**src/rtl/perf_counter_multi.sv**
```systemverilog
// Multi-section performance counter with an Avalon-MM slave: per-section time/event counters,
// sticky overflow flags and a coherent hi-word shadow. Define PERF_COUNTER_HW_TRIG_EN to honour hw_start/hw_stop.
module perf_counter_multi #(
  parameter int NUM_SECTIONS = 8,
  parameter int CNT_W        = 64,
  parameter int EVT_W        = 32
) (
  input  logic                    clk,
  input  logic                    reset_n,
  input  logic [5:0]              address,
  input  logic                    begintransfer,
  input  logic                    read,
  input  logic                    write,
  input  logic [31:0]             writedata,
  input  logic [NUM_SECTIONS-1:0] hw_start,
  input  logic [NUM_SECTIONS-1:0] hw_stop,
  output logic [31:0]             readdata
);

  localparam int HI_W = CNT_W - 32;

  logic                    wr_stb;
  logic                    rd_stb;
  logic [3:0]              sec_idx;
  logic [1:0]              word_idx;
  logic                    global_reset;
  logic                    global_enable;
  logic [NUM_SECTIONS-1:0] hw_go;
  logic [NUM_SECTIONS-1:0] hw_halt;
  logic [NUM_SECTIONS-1:0] go_vec;
  logic [NUM_SECTIONS-1:0] enable_vec;
  logic [31:0]             rd_next;

  // Read words for all 16 decodable sections; sections beyond NUM_SECTIONS read as zero.
  logic [31:0] word0_all [16];
  logic [31:0] word1_all [16];
  logic [31:0] word2_all [16];
  logic [31:0] word3_all [16];

  assign wr_stb       = write & begintransfer;
  assign rd_stb       = read & begintransfer;
  assign sec_idx      = address[5:2];
  assign word_idx     = address[1:0];
  assign global_reset = wr_stb & (address == 6'd0) & writedata[0];

`ifdef PERF_COUNTER_HW_TRIG_EN
  assign hw_go   = hw_start;
  assign hw_halt = hw_stop;
  logic unused_wdata;
  assign unused_wdata = ^writedata[31:3];
`else
  assign hw_go   = '0;
  assign hw_halt = '0;
  logic unused_inputs;
  assign unused_inputs = ^{writedata[31:3], hw_start, hw_stop};
`endif

  // Section 0 gates every section, including its own go in the same cycle.
  assign global_enable = enable_vec[0] | go_vec[0];

  genvar gi;
  generate
    for (gi = 0; gi < NUM_SECTIONS; gi++) begin : g_sec
      localparam logic [3:0] SEC = 4'(gi);

      logic             sel;
      logic             sw_go;
      logic             sw_stop;
      logic             sw_clr;
      logic             sw_lo_rd;
      logic             go;
      logic             stop;
      logic             time_inc;
      logic             evt_inc;
      logic             time_wrap;
      logic             evt_wrap;
      logic             enable_reg;
      logic             enable_next;
      logic [CNT_W-1:0] time_reg;
      logic [CNT_W-1:0] time_next;
      logic [EVT_W-1:0] evt_reg;
      logic [EVT_W-1:0] evt_next;
      logic             time_ovf_reg;
      logic             time_ovf_next;
      logic             evt_ovf_reg;
      logic             evt_ovf_next;
      logic [HI_W-1:0]  shadow_reg;
      logic [HI_W-1:0]  shadow_next;

      assign sel      = (sec_idx == SEC);
      assign sw_stop  = wr_stb & sel & (word_idx == 2'd0);
      assign sw_go    = wr_stb & sel & (word_idx == 2'd1);
      assign sw_clr   = wr_stb & sel & (word_idx == 2'd3);
      assign sw_lo_rd = rd_stb & sel & (word_idx == 2'd0);

      assign go   = sw_go | hw_go[gi];
      assign stop = sw_stop | hw_halt[gi];

      assign time_inc  = enable_reg & global_enable;
      assign evt_inc   = go & global_enable;
      assign time_wrap = time_inc & (&time_reg);
      assign evt_wrap  = evt_inc & (&evt_reg);

      assign go_vec[gi]     = go;
      assign enable_vec[gi] = enable_reg;

      always_comb begin
        enable_next   = enable_reg;
        time_next     = time_reg;
        evt_next      = evt_reg;
        time_ovf_next = time_ovf_reg;
        evt_ovf_next  = evt_ovf_reg;
        shadow_next   = shadow_reg;

        if (stop) begin
          enable_next = 1'b0;
        end else if (go) begin
          enable_next = 1'b1;
        end

        if (time_inc) begin
          time_next = time_reg + CNT_W'(1);
        end
        if (evt_inc) begin
          evt_next = evt_reg + EVT_W'(1);
        end

        // A wrap in the same cycle as a clear leaves the flag set.
        if (sw_clr && writedata[1]) begin
          time_ovf_next = 1'b0;
        end
        if (sw_clr && writedata[2]) begin
          evt_ovf_next = 1'b0;
        end
        if (time_wrap) begin
          time_ovf_next = 1'b1;
        end
        if (evt_wrap) begin
          evt_ovf_next = 1'b1;
        end

        // Latch the upper bits as the low word is read so the following hi read is coherent.
        if (sw_lo_rd) begin
          shadow_next = time_reg[CNT_W-1:32];
        end

        if (global_reset) begin
          enable_next   = 1'b0;
          time_next     = '0;
          evt_next      = '0;
          time_ovf_next = 1'b0;
          evt_ovf_next  = 1'b0;
          shadow_next   = '0;
        end
      end

      always_ff @(posedge clk or negedge reset_n) begin
        if (!reset_n) begin
          enable_reg   <= 1'b0;
          time_reg     <= '0;
          evt_reg      <= '0;
          time_ovf_reg <= 1'b0;
          evt_ovf_reg  <= 1'b0;
          shadow_reg   <= '0;
        end else begin
          enable_reg   <= enable_next;
          time_reg     <= time_next;
          evt_reg      <= evt_next;
          time_ovf_reg <= time_ovf_next;
          evt_ovf_reg  <= evt_ovf_next;
          shadow_reg   <= shadow_next;
        end
      end

      assign word0_all[gi] = time_reg[31:0];
      assign word1_all[gi] = 32'(shadow_reg);
      assign word2_all[gi] = 32'(evt_reg);
      assign word3_all[gi] = {29'b0, evt_ovf_reg, time_ovf_reg, enable_reg};
    end

    for (gi = NUM_SECTIONS; gi < 16; gi++) begin : g_pad
      assign word0_all[gi] = 32'd0;
      assign word1_all[gi] = 32'd0;
      assign word2_all[gi] = 32'd0;
      assign word3_all[gi] = 32'd0;
    end
  endgenerate

  always_comb begin
    rd_next = 32'd0;
    case (word_idx)
      2'd0:    rd_next = word0_all[sec_idx];
      2'd1:    rd_next = word1_all[sec_idx];
      2'd2:    rd_next = word2_all[sec_idx];
      default: rd_next = word3_all[sec_idx];
    endcase
  end

  // Refreshed every cycle from the current address, independent of read.
  always_ff @(posedge clk or negedge reset_n) begin
    if (!reset_n) begin
      readdata <= 32'd0;
    end else begin
      readdata <= rd_next;
    end
  end

endmodule

```
**config.mk**
```make
export PLATFORM = sky130hd
export DESIGN_NAME = perf_counter_multi
export DESIGN_NICKNAME = d
export VERILOG_FILES = /design/src/rtl/perf_counter_multi.sv
export SDC_FILE = /design/constraint.sdc
export NUM_CORES = 2
export LEC_CHECK = 0
export BUFFER_PORTS_ARGS = -buffer_cell sky130_fd_sc_hd__buf_2
export CAP_MARGIN = 5
export CORE_ASPECT_RATIO = 1.25
export CORE_UTILIZATION = 40
export DETAILED_ROUTE_END_ITERATION = 8
export GPL_TIMING_DRIVEN = 0
export HOLD_SLACK_MARGIN = 0.02
export PLACE_DENSITY = 0.55
export SKIP_CTS_REPAIR_TIMING = 1
export SYNTH_ARGS = -nofsm -noshare
export SYNTH_HDL_FRONTEND = slang
export SYNTH_SLANG_ARGS = --single-unit
export TNS_END_PERCENT = 1
```
**constraint.sdc**
```tcl
create_clock -name clk -period 2.4 [get_ports clk]
set_clock_uncertainty 0.05 [all_clocks]
set_input_delay 0.48 -clock clk [delete_from_list [all_inputs] [get_ports clk]]
set_output_delay 0.48 -clock clk [all_outputs]
set_load 0.02 [all_outputs]
```
==> impl_metrics.sql <==
INSERT INTO impl_metrics (metric_group, metric, value, unit) VALUES
('detailed_routing', 'drt_wl_total', '270000', 'um'),
('critical_path', 'timing.critical_path.cells', 'buf_2 -> and4bb_1 -> clkbuf_4 -> clkbuf_2 -> nand3_4 -> buf_2 -> clkbuf_4 -> o211ai_1 -> nand2_1', ''),
('cts', 'cts_buffers', '117', ''),
('pwr', 'total_leakage_power', '28.3', 'nW'),
('global_route', 'number_of_global_route_vias_before_repair', '53200', ''),
('synth', 'syn-mean-instance-area', '9.41', 'um2'),
('hold_path', 'timing.hold.worst.class', 'input port to async pin', ''),
('die', 'floorplan.io_pins', '91', ''),
('synth', 'number_of_synthesized_flops_with_an_enable_pin', '0', ''),
('critical_path', 'r2r_cells', '7', ''),
('die', 'core.rowCount', '158', ''),
('timing', 'layout_worst_path_cycle_share', '1.12', ''),
('critical_path', 'worst-path-stages', '9', ''),
('synth', 'post_synth_main_area_contributors', 'sky130_fd_sc_hd__dfrtp_1 45%, sky130_fd_sc_hd__mux4_2 7.4%, sky130_fd_sc_hd__nand2_1 5.8%', ''),
('synth', 'synth_seq_area_share', '0.448', ''),
('timing', 'totalNegativeSetupSlack', '-47.65', 'ns'),
('cts', 'clock_sinks', '1080', ''),
('synth', 'yosys_warnings', '0', ''),
('synth', 'post_synth_inst_count', '6405', ''),
('layout', 'flow.area_growth_from_synthesis', '16.8', '%'),
('global_route', 'grt_antenna_before_repair', '14', ''),
('global_route', 'global_route.usage.met3', '0.0736', ''),
('cts', 'ctsHtreeMaxLevel', '3', ''),
('layout', 'nFillCells', '14200', ''),
('global_route', 'track_usage', '0.347', ''),
('die', 'effective_utilization_at_floorplan', '0.405', ''),
('pwr', 'p_total', '44.4', 'mW'),
('placed_design', 'finalWeightedCongestion', '1.07', ''),
('timing', 'postLayoutSetupSlackWorst', '-0.284', 'ns'),
('cts', 'ctsLongestPathBuffers', '3', ''),
('synth', 'most_area_hungry_cell_type_in_the_yosys_netlist', 'sky130_fd_sc_hd__dfrtp_1', ''),
('die', 'fp.dieW', '349', 'um'),
('timing', 'fin_hold_ws', '-0.408', 'ns'),
('die', 'fp.dieArea', '152000', 'um2'),
('detailed_routing', 'detail_route.iter0.violations', '7333', ''),
('job', 'cap_violations', '0', ''),
('die', 'core_area', '149000', 'um2'),
('timing', 'setup-violations-final', '585', ''),
('critical_path', 'cp_num_buf_inv', '5', ''),
('placed_design', 'place.detailed.hpwl', '204000', 'um'),
('detailed_routing', 'viasPerCell', '6.48', ''),
('timing', 'report.final.slew_viol_count', '0', ''),
('detailed_routing', 'detail_route.drc_violations', '4', ''),
('layout', 'final_net_count', '6736', ''),
('pwr', 'power-per-cell-area', '631', 'nW/um2'),
('global_route', 'top_usage_layer', 'met2', ''),
('cts', 'cts_tree', 'built', ''),
('global_route', 'first_pass_grt_wire_length', '381000', 'um'),
('synth', 'synth.cells.most_frequent', '1080 x sky130_fd_sc_hd__dfrtp_1, 934 x sky130_fd_sc_hd__nand2_1, 655 x sky130_fd_sc_hd__a21oi_1, 361 x sky130_fd_sc_hd__nor2_1, 321 x sky130_fd_sc_hd__nand3_1', ''),
('critical_path', 'critical_path_arrival', '3.34', 'ns'),
('outcome', 'run_status', 'complete, but fails checks', ''),
('critical_path', 'crit_path_start_kind', 'input port', ''),
('synth', 'share_of_flip_flops_with_an_asynchronous_set_or_reset', '1.00', ''),
('timing', 'report.final.hold_viol_count', '88', ''),
('pwr', 'ir_worst_vdd', '639', 'uV'),
('cts', 'buffer_cell_driving_the_clock_tree_root', 'sky130_fd_sc_hd__clkbuf_16', ''),
('cts', 'clkTransAtPathRegs', '0.07', 'ns'),
('die', 'die_h', '436', 'um'),
('global_route', 'grt_start_max_net_pins', '151', ''),
('critical_path', 'critical_path.slowest_cell', 'sky130_fd_sc_hd__clkbuf_4', ''),
('synth', 'most_frequently_used_cell_type_in_the_post_synthesis_netlist', 'sky130_fd_sc_hd__dfrtp_1', ''),
('detailed_routing', 'via_count', '56800', ''),
('timing', 'rsz0062_at_grt', 'yes', ''),
('detailed_routing', 'detail_route.first_pass.iterations', '9', ''),
('outcome', 'failed_checks', 'DRC, hold timing, setup timing', ''),
('critical_path', 'top_family_by_delay_on_critical_path', 'buffers and inverters', ''),
('critical_path', 'endpoint_kind', 'flop', ''),
('synth', 'synth_seq_cells', '1080', ''),
('global_route', 'grt.met1_usage', '0.426', ''),
('detailed_routing', 'final_antenna_net_count', '0', ''),
('critical_path', 'worstSetupPathType', 'input port to flop', '');
## area by class of cell
type | instances | area (um2) | area share
multi-input combinational | 4815 | 32500 | 0.461
sequential | 1080 | 27100 | 0.385
clock buffer | 162 | 3410 | 0.0485
tap | 2000 | 2500 | 0.0356
buffer | 381 | 2130 | 0.0303
timing repair buffer | 154 | 1350 | 0.0192
clock inverter | 57 | 986 | 0.0140
inverter | 112 | 420 | 0.00597
antenna | 4 | 10.0 | 0.000142
## cell families (layout without fill, tap and decap cells)
group | after synthesis | count (layout) | share of synthesized area
AOI/OAI and AO/OA | 1205 | 1205 | 0.116
other | 0 | 4 | 0
adders and majority gates | 16 | 16 | 0.00332
DFF | 1080 | 1080 | 0.448
buffers and inverters | 510 | 866 | 0.0336
and+or+nand+nor | 2961 | 2961 | 0.258
xor gates and xnor gates | 257 | 257 | 0.0374
muxes | 376 | 376 | 0.104
## final timing paths
path	from	end	slack (ns)
setup / recovery	address[4]	g_sec[6].time_reg[28]$_DFFE_PN0P_	-0.28
hold / removal	reset_n	g_sec[4].evt_reg[22]$_DFFE_PN0P_	-0.41
setup reg to reg	g_sec[2].time_reg[20]$_DFFE_PN0P_	g_sec[2].time_ovf_reg$_DFFE_PN0P_	-0.26
hold reg to reg	g_sec[3].evt_reg[31]$_DFFE_PN0P_	g_sec[3].evt_reg[31]$_DFFE_PN0P_	0.45
max in group asynchronous	reset_n	g_sec[2].time_reg[27]$_DFFE_PN0P_	0.31
min in group clk	address[2]	g_sec[4].enable_reg$_DFFE_PN0P_	0.19
## stage by stage
stage          setup slack (ns)  hold slack [ns]  utilization  cell area [um2]  instances
2_1_floorplan           -0.0712            0.134            -            60300       6405
3_3_place_gp             -24.62            0.438        0.423            63000       8448
3_5_place_dp              -2.80            0.415        0.425            63300       8459
4_1_cts                   -1.99           -0.414        0.455            67700       8678
5_1_grt                  -0.315           -0.372        0.473            70400       8761
6_report                 -0.284           -0.408        0.473            70400       8765
## report_power, final
part           switching (mW)  internal (mW)  total [mW]  leakage (nW)
Clock                    8.29           12.8        21.1          2.15
Combinational            2.58           1.22        3.80          11.5
Sequential              0.874           18.7        19.5          14.6
## routing by layer
metal  routed length [um]  part of all wire  vias up
li1                     -                 -    24300
met1               100000              0.37    28700
met2               120000              0.44     2938
met3                24200             0.090      845
met4                25400             0.094        4
met5                  131           0.00049        -
## worst register-to-register path, stage by stage, from the launching register on
cell                      delay (ns)
sky130_fd_sc_hd__dfrtp_2        0.42
sky130_fd_sc_hd__nand4_1        0.10
sky130_fd_sc_hd__buf_4          0.18
sky130_fd_sc_hd__nor4_4         0.53
sky130_fd_sc_hd__nand4_4        0.29
sky130_fd_sc_hd__buf_2          0.29
sky130_fd_sc_hd__or4_4          0.54
sky130_fd_sc_hd__a21oi_1        0.19
## cell usage in the layout, fill, tap and decap left out, types with 28 or more instances in the layout
cell type / Yosys / layout
sky130_fd_sc_hd__xnor2_1: 101 / 101
sky130_fd_sc_hd__buf_4: 3 / 107
sky130_fd_sc_hd__dfrtp_1: 1080 / 1027
sky130_fd_sc_hd__clkbuf_1: 281 / 130
sky130_fd_sc_hd__o21ai_0: 215 / 196
sky130_fd_sc_hd__clkbuf_2: 3 / 121
sky130_fd_sc_hd__and4_1: 76 / 66
sky130_fd_sc_hd__mux2i_1: 173 / 144
sky130_fd_sc_hd__inv_1: 112 / 112
sky130_fd_sc_hd__dfrtp_2: 0 / 53
sky130_fd_sc_hd__and3_1: 118 / 114
sky130_fd_sc_hd__clkbuf_16: 0 / 122
sky130_fd_sc_hd__a21oi_1: 655 / 651
sky130_fd_sc_hd__buf_6: 3 / 28
sky130_fd_sc_hd__buf_2: 59 / 88
sky130_fd_sc_hd__nand2_1: 934 / 931
sky130_fd_sc_hd__nor3_1: 102 / 80
sky130_fd_sc_hd__nor2_1: 361 / 344
sky130_fd_sc_hd__or3_1: 180 / 173
sky130_fd_sc_hd__o31ai_1: 212 / 211
sky130_fd_sc_hd__nand4_1: 310 / 310
sky130_fd_sc_hd__nor4_1: 123 / 82
sky130_fd_sc_hd__nand2b_1: 69 / 69
sky130_fd_sc_hd__nand3_1: 321 / 309
sky130_fd_sc_hd__and2_1: 47 / 47
sky130_fd_sc_hd__clkbuf_4: 0 / 45
sky130_fd_sc_hd__xor2_1: 156 / 156
sky130_fd_sc_hd__or4_1: 234 / 226
sky130_fd_sc_hd__mux4_2: 198 / 198
Power figures use the tool's default switching activity.
